`config.mk`:
```
export PLATFORM = sky130hd
export DESIGN_NAME = ikbd_host_uart
export DESIGN_NICKNAME = d
export VERILOG_FILES = /design/src/rtl/ikbd_host_uart.sv
export SDC_FILE = /design/constraint.sdc
export NUM_CORES = 1
export LEC_CHECK = 0
export ABC_AREA = 1
export BUFFER_PORTS_ARGS = -buffer_cell sky130_fd_sc_hd__buf_4
export CORE_MARGIN = 5
export CORE_UTILIZATION = 45
export CTS_CLUSTER_DIAMETER = 60
export DETAILED_ROUTE_END_ITERATION = 7
export SYNTH_ARGS = -nofsm -noshare
export SYNTH_HDL_FRONTEND = slang
export SYNTH_SLANG_ARGS = --single-unit
```
`constraint.sdc`:
```
create_clock -name mcu_clx2 -period 2.2 [get_ports mcu_clx2]
set_input_delay 0.33 -clock mcu_clx2 [delete_from_list [all_inputs] [get_ports mcu_clx2]]
set_output_delay 0.33 -clock mcu_clx2 [all_outputs]
set_load 0.02 [all_outputs]
```
`src/rtl/ikbd_host_uart.sv`:
```
// ikbd_host_uart: host-side 8N1 serial endpoint for the IKBD MCU SCI link.
// RX: 2-flop synchroniser, mid-bit sampling FSM, first-word-fall-through FIFO.
// TX: start/8 data/stop serialiser with back-to-back acceptance on the last stop cycle.
// Optional macro IKBD_UART_BREAK_EN: adds rx_brk and a HOLD state for line breaks.
module ikbd_host_uart #(
  parameter int CLKS_PER_BIT = 256,
  parameter int FIFO_DEPTH   = 4
) (
  input  logic       mcu_clx2,
  input  logic       mcu_rst_n,
  input  logic       sci_txd,
  output logic       sci_rxd,
  output logic [7:0] rx_data,
  output logic       rx_valid,
  input  logic       rx_ready,
  input  logic [7:0] tx_data,
  input  logic       tx_valid,
  output logic       tx_ready,
  output logic       rx_ferr,
  output logic       rx_ovr
`ifdef IKBD_UART_BREAK_EN
  ,
  output logic       rx_brk
`endif
);

  localparam int CW = $clog2(CLKS_PER_BIT);
  localparam int AW = $clog2(FIFO_DEPTH);

  localparam logic [CW-1:0] CNT_LAST = CW'(CLKS_PER_BIT - 1);
  localparam logic [CW-1:0] CNT_PRE  = CW'(CLKS_PER_BIT - 2);
  localparam logic [CW-1:0] CNT_HALF = CW'(CLKS_PER_BIT / 2 - 1);
  localparam logic [CW-1:0] CNT_INC  = CW'(1);
  localparam logic [AW-1:0] PTR_INC  = AW'(1);
  localparam logic [AW:0]   CNT_FULL = (AW + 1)'(FIFO_DEPTH);

  localparam logic [2:0] RX_IDLE  = 3'd0;
  localparam logic [2:0] RX_START = 3'd1;
  localparam logic [2:0] RX_DATA  = 3'd2;
  localparam logic [2:0] RX_STOP  = 3'd3;
`ifdef IKBD_UART_BREAK_EN
  localparam logic [2:0] RX_HOLD  = 3'd4;
`endif

  localparam logic [1:0] TX_IDLE  = 2'd0;
  localparam logic [1:0] TX_START = 2'd1;
  localparam logic [1:0] TX_DATA  = 2'd2;
  localparam logic [1:0] TX_STOP  = 2'd3;

  // ---------------------------------------------------------------- RX sync
  logic r_sync1;
  logic r_sync2;
  logic r_rx_prev;
  logic w_rx_line;
  logic w_rx_fall;

  // Two-flop synchroniser plus one delayed copy for falling-edge detection
  always_ff @(posedge mcu_clx2 or negedge mcu_rst_n) begin
    if (!mcu_rst_n) begin
      r_sync1   <= 1'b1;
      r_sync2   <= 1'b1;
      r_rx_prev <= 1'b1;
    end else begin
      r_sync1   <= sci_txd;
      r_sync2   <= r_sync1;
      r_rx_prev <= r_sync2;
    end
  end

  assign w_rx_line = r_sync2;
  assign w_rx_fall = r_rx_prev & ~r_sync2;

  // ---------------------------------------------------------------- RX FSM
  logic [2:0]    r_rx_state;
  logic [CW-1:0] r_rx_cnt;
  logic [2:0]    r_rx_bit;
  logic [7:0]    r_rx_shift;
  logic          r_rx_ferr;
  logic          r_rx_ovr;

  logic [AW-1:0] r_wr_ptr;
  logic [AW-1:0] r_rd_ptr;
  logic [AW:0]   r_count;
  logic          w_empty;
  logic          w_full;
  logic          w_pop;
  logic          w_push;
  logic          w_stop_smp;
  logic          w_rx_good;
  logic          w_rx_bad;
  logic          w_rx_drop;

  assign w_empty    = (r_count == '0);
  assign w_full     = (r_count == CNT_FULL);
  assign w_pop      = ~w_empty & rx_ready;
  assign w_stop_smp = (r_rx_state == RX_STOP) && (r_rx_cnt == CNT_LAST);
  assign w_rx_good  = w_stop_smp & w_rx_line;
  assign w_rx_bad   = w_stop_smp & ~w_rx_line;
  // A simultaneous pop frees the slot, so a full FIFO still accepts the byte
  assign w_push     = w_rx_good & (~w_full | w_pop);
  assign w_rx_drop  = w_rx_good & w_full & ~w_pop;

`ifdef IKBD_UART_BREAK_EN
  logic r_rx_brk;
  logic w_rx_isbrk;
  assign w_rx_isbrk = w_rx_bad & (r_rx_shift == '0);
`endif

  // Receive state machine: start validation, mid-bit data sampling, stop check
  always_ff @(posedge mcu_clx2 or negedge mcu_rst_n) begin
    if (!mcu_rst_n) begin
      r_rx_state <= RX_IDLE;
      r_rx_cnt   <= '0;
      r_rx_bit   <= '0;
      r_rx_shift <= '0;
      r_rx_ferr  <= 1'b0;
      r_rx_ovr   <= 1'b0;
`ifdef IKBD_UART_BREAK_EN
      r_rx_brk   <= 1'b0;
`endif
    end else begin
      r_rx_ferr <= 1'b0;
      r_rx_ovr  <= w_rx_drop;
`ifdef IKBD_UART_BREAK_EN
      r_rx_brk  <= 1'b0;
`endif
      case (r_rx_state)
        RX_IDLE: begin
          if (w_rx_fall) begin
            r_rx_cnt   <= '0;
            r_rx_state <= RX_START;
          end
        end
        RX_START: begin
          if (r_rx_cnt == CNT_HALF) begin
            r_rx_cnt <= '0;
            if (!w_rx_line) begin
              r_rx_bit   <= '0;
              r_rx_state <= RX_DATA;
            end else begin
              r_rx_state <= RX_IDLE;
            end
          end else begin
            r_rx_cnt <= r_rx_cnt + CNT_INC;
          end
        end
        RX_DATA: begin
          if (r_rx_cnt == CNT_LAST) begin
            r_rx_cnt   <= '0;
            r_rx_shift <= {w_rx_line, r_rx_shift[7:1]};
            r_rx_bit   <= r_rx_bit + 3'd1;
            if (r_rx_bit == 3'd7) begin
              r_rx_state <= RX_STOP;
            end
          end else begin
            r_rx_cnt <= r_rx_cnt + CNT_INC;
          end
        end
        RX_STOP: begin
          if (r_rx_cnt == CNT_LAST) begin
            r_rx_cnt <= '0;
`ifdef IKBD_UART_BREAK_EN
            if (w_rx_isbrk) begin
              r_rx_brk   <= 1'b1;
              r_rx_state <= RX_HOLD;
            end else begin
              r_rx_ferr  <= w_rx_bad;
              r_rx_state <= RX_IDLE;
            end
`else
            r_rx_ferr  <= w_rx_bad;
            r_rx_state <= RX_IDLE;
`endif
          end else begin
            r_rx_cnt <= r_rx_cnt + CNT_INC;
          end
        end
`ifdef IKBD_UART_BREAK_EN
        RX_HOLD: begin
          // Counts consecutive high cycles; any low restarts the bit-long wait
          if (!w_rx_line) begin
            r_rx_cnt <= '0;
          end else if (r_rx_cnt == CNT_LAST) begin
            r_rx_cnt   <= '0;
            r_rx_state <= RX_IDLE;
          end else begin
            r_rx_cnt <= r_rx_cnt + CNT_INC;
          end
        end
`endif
        default: begin
          r_rx_cnt   <= '0;
          r_rx_state <= RX_IDLE;
        end
      endcase
    end
  end

  assign rx_ferr = r_rx_ferr;
  assign rx_ovr  = r_rx_ovr;
`ifdef IKBD_UART_BREAK_EN
  assign rx_brk  = r_rx_brk;
`endif

  // ---------------------------------------------------------------- RX FIFO
  logic [7:0] r_mem [FIFO_DEPTH];

  // Storage array; contents are don't-care until written, so no reset
  always_ff @(posedge mcu_clx2) begin
    if (w_push) begin
      r_mem[r_wr_ptr] <= r_rx_shift;
    end
  end

  // Pointer and occupancy bookkeeping
  always_ff @(posedge mcu_clx2 or negedge mcu_rst_n) begin
    if (!mcu_rst_n) begin
      r_wr_ptr <= '0;
      r_rd_ptr <= '0;
      r_count  <= '0;
    end else begin
      if (w_push) begin
        r_wr_ptr <= r_wr_ptr + PTR_INC;
      end
      if (w_pop) begin
        r_rd_ptr <= r_rd_ptr + PTR_INC;
      end
      case ({w_push, w_pop})
        2'b10:   r_count <= r_count + 1'b1;
        2'b01:   r_count <= r_count - 1'b1;
        default: r_count <= r_count;
      endcase
    end
  end

  assign rx_valid = ~w_empty;
  assign rx_data  = w_empty ? '0 : r_mem[r_rd_ptr];

  // ---------------------------------------------------------------- TX FSM
  logic [1:0]    r_tx_state;
  logic [CW-1:0] r_tx_cnt;
  logic [2:0]    r_tx_bit;
  logic [7:0]    r_tx_shift;
  logic          r_txd;
  logic          r_tx_ready;
  logic          w_tx_accept;

  assign w_tx_accept = tx_valid & r_tx_ready;

  // Transmit state machine; ready rises one cycle early so the next byte
  // is accepted on the final stop cycle and its start bit follows at once
  always_ff @(posedge mcu_clx2 or negedge mcu_rst_n) begin
    if (!mcu_rst_n) begin
      r_tx_state <= TX_IDLE;
      r_tx_cnt   <= '0;
      r_tx_bit   <= '0;
      r_tx_shift <= '0;
      r_txd      <= 1'b1;
      r_tx_ready <= 1'b1;
    end else begin
      case (r_tx_state)
        TX_IDLE: begin
          if (w_tx_accept) begin
            r_tx_shift <= tx_data;
            r_txd      <= 1'b0;
            r_tx_ready <= 1'b0;
            r_tx_cnt   <= '0;
            r_tx_state <= TX_START;
          end
        end
        TX_START: begin
          if (r_tx_cnt == CNT_LAST) begin
            r_tx_cnt   <= '0;
            r_tx_bit   <= '0;
            r_txd      <= r_tx_shift[0];
            r_tx_shift <= {1'b0, r_tx_shift[7:1]};
            r_tx_state <= TX_DATA;
          end else begin
            r_tx_cnt <= r_tx_cnt + CNT_INC;
          end
        end
        TX_DATA: begin
          if (r_tx_cnt == CNT_LAST) begin
            r_tx_cnt <= '0;
            if (r_tx_bit == 3'd7) begin
              r_txd      <= 1'b1;
              r_tx_state <= TX_STOP;
            end else begin
              r_txd      <= r_tx_shift[0];
              r_tx_shift <= {1'b0, r_tx_shift[7:1]};
              r_tx_bit   <= r_tx_bit + 3'd1;
            end
          end else begin
            r_tx_cnt <= r_tx_cnt + CNT_INC;
          end
        end
        TX_STOP: begin
          if (r_tx_cnt == CNT_PRE) begin
            r_tx_ready <= 1'b1;
            r_tx_cnt   <= r_tx_cnt + CNT_INC;
          end else if (r_tx_cnt == CNT_LAST) begin
            r_tx_cnt <= '0;
            if (w_tx_accept) begin
              r_tx_shift <= tx_data;
              r_txd      <= 1'b0;
              r_tx_ready <= 1'b0;
              r_tx_state <= TX_START;
            end else begin
              r_tx_state <= TX_IDLE;
            end
          end else begin
            r_tx_cnt <= r_tx_cnt + CNT_INC;
          end
        end
        default: begin
          r_txd      <= 1'b1;
          r_tx_ready <= 1'b1;
          r_tx_state <= TX_IDLE;
        end
      endcase
    end
  end

  assign sci_rxd  = r_txd;
  assign tx_ready = r_tx_ready;

endmodule
```
==> results.toml <==
[logic_synthesis]
avgSynthCellArea_um2 = 9.49
ys_ff_latch = 88
yosys_warnings = 0
yosys.area.top_type = "dfrtp_1"
synth_top_area_share_pct = 30.5
syn_inst = 441
syn_nets = 470
synth.area.top_cells = "dfrtp_1 30%, edfxtp_1 23%, nand2_1 8.7%"
syn_area_mm2 = 0.00419
seq_area_frac_synth_pct = 56.6
ys_types = 36

[run_status]
status = "finished, final reports clean"

[cts]
root_buffer = "clkbuf_8"
cts_buffers = 9
clk_pin_slew_ps = 90
cts_setup_buffers = 0
cts_tree = "done"
clk-insertion-delay-late_ps = 360
cts.sinks = 88
cts_hold_buffers = 0
htreeDepth = 3
cts_resized = 0
clockBufferDepth = 2

[die]
die-area_mm2 = 0.0113
start_util_pct = 45.7
core.rowCount = 35
die_w_um = 106
die_h_um = 106
core_mm2 = 0.00915
pin_count = 26

[hold_path]
hp-class = "in2async"

[pwr]
ir_drop_mv = 0.494
switchingPower_mw = 2.20
netSwitchingFraction_pct = 41.2
combPwrFrac_pct = 39.8
intPower_mw = 3.15
clkPwrFrac_pct = 20.3
p_per_area_mw_per_mm2 = 1130
seqPwrFrac_pct = 40.0
p_leak_nw = 2.25

[worst_setup_path]
slowest_stage = "dfrtp_2"
worst_setup_path_end_kind = "output port"
critPathMaxFanout = 17
max_stage_delay_ps = 530
cp.arrival_ps = 1680
required_ps = 1870
cp_cell_sequence = "inv_2 -> o21ai_0 -> a21oi_1 -> buf_4"
worst-setup-path-type = "reg2out"
start_kind = "flip-flop"

[place]
place.gp.congestion = 0.818
dp.cells = 576
io_buffer_count = 25
hpwl_um = 5500

[grt]
grt_max_degree = 57
grt_overflow_total = 0
antenna_found_initial = 0
first_global_vias = 2835
track_usage_pct = 14.2
grt_pass1_wl_um = 12800

[timing]
fin_skew_ps = 13.0
fin_crit_sh_pct = 91.2
worst_slew_pin_slew_ps = 701
timing.fmax_ghz = 0.498
setup_viol = 0
drv_slew = 0
rsz0062_at_grt = "false"
slew_headroom_pct = 53.3
hold_viol = 0
post-route-min-period_ps = 2010
finalSetupTns_ps = 0

[routing]
routed_wl_um = 7570
vias_per_cell = 5.00
vias = 2960
drt_pass1_iterations = 4
drt_iter0_drc = 112
wire_per_inst_um = 12.8
ant_nets = 0
drc_errors = 0

[final_layout]
mostFrequentLayoutCell = "nand2_1"
final_util_pct = 51.6
antenna_cells = 0
drive_above_1_share_pct = 16.6
layout.nets = 505
area_delta_synth_final_pct = 12.7
final_cells = 592
layout_common_cells = "97 x nand2_1, 59 x nor2_1, 49 x dfrtp_1, 42 x inv_1, 35 x o21ai_0"

[run]
cap_violations = 0
registers in the layout, summed over array words and instances, names as in the netlist, 2 cells and up:
signal      cells
r_mem          32
r_rx_cnt        8
r_rx_shift      8
r_tx_cnt        8
r_tx_shift      8
r_count         3
r_rx_bit        3
r_tx_bit        3
r_rd_ptr        2
r_rx_state      2
r_tx_state      2
r_wr_ptr        2
power by group through the flow:
stage          clock (mW)  combinational (mW)  sequential (mW)
6_report             1.08                2.13             2.14
5_1_grt              1.20                2.41             2.17
3_3_place_gp            0                2.12             2.16
3_5_place_dp            0                2.15             2.17
2_1_floorplan           0                1.68             2.07
4_1_cts              1.12                2.15             2.13
per-stage QoR:
stage / total power [mW] / hold WS [ps] / cell area (um^2) / setup WS, ps
floorplan: 3.75 / 34.4 / 4190 / 284
global placement: 4.28 / 349 / 4520 / 339
detailed placement: 4.32 / 352 / 4520 / 270
CTS: 5.41 / 33.6 / 4720 / 35.6
global route: 5.78 / 42.2 / 4720 / 43.0
finish: 5.35 / 5.61 / 4720 / 194
per-layer routing:
layer / global-route usage (%) / vias to the layer above / part of all wire, %
met3: 3.16 / 15 / 3.2
li1: - / 1518 / -
met4: 6.03 / 0 / 2.1
met2: 24.1 / 34 / 48
met5: 0 / - / 0
met1: 17.5 / 1393 / 46
cell families (layout without fill, tap and decap cells):
family / Yosys count / count (layout) / share of synthesized area [%]
compound gates: 69 / 69 / 9.62
xor+xnor: 7 / 7 / 1.46
fa+ha+maj: 16 / 16 / 4.96
buf+inv: 56 / 96 / 5.29
flops: 88 / 88 / 56.6
mux: 7 / 7 / 1.67
simple gates: 198 / 198 / 20.4
layout make-up:
type	count	area, um^2
Clock buffer	9	124
Clock inverter	7	67.6
Fill cell	827	4430
Inverter	48	180
Multi-Input combinational cell	297	1600
Sequential cell	88	2370
Tap cell	111	139
Timing Repair Buffer	32	240
synthesized netlist by cell type:
cell      count
o21a_1        1
nor2_2        2
nand3_2       1
nor2_1       59
buf_6         1
buf_2         3
nor3_1        3
o21ai_4       1
mux2i_1       7
a211oi_1      1
nand4_1       4
o21ai_1       6
nand2_4       1
inv_1        42
xor2_1        7
buf_1         1
nand2_1      97
dfrtp_1      51
o21ai_2       8
edfxtp_1     32
fa_1          1
nand3_4       1
o31ai_1       2
a21oi_1      10
nand3b_1      1
nand3_1      24
inv_2         6
a31oi_1       1
ha_1         15
nand2_2       3
o21ai_0      35
o22ai_1       4
dfstp_2       5
nor2_8        1
clkbuf_1      3
nor2_4        1
critical path: cells and delay by family, from the launching register on:
family / cells / cell delay [ps]
flip-flops: 1 / 530
AO/OA/AOI/OAI: 2 / 370
buffers and inverters: 2 / 420
worst paths after layout:
| check | start | endpoint | slack [ps] | cells after the start |
|---|---|---|---|---|
| hold reg to reg | r_sync1 | r_sync2 | 360 | 0 |
| min in group mcu_clx2 | sci_txd | r_sync1 | 70 | 1 |
| setup reg to reg | r_rx_cnt[0] | r_mem[3][2] | 240 | 8 |
| setup / recovery | r_rd_ptr[0] | rx_data[7] | 190 | 4 |
| max in group asynchronous | mcu_rst_n | r_rd_ptr[1] | 1690 | 1 |
| hold / removal | mcu_rst_n | r_tx_shift[5] | 6 | 1 |
No activity file was read; power rests on OpenSTA's default activity.
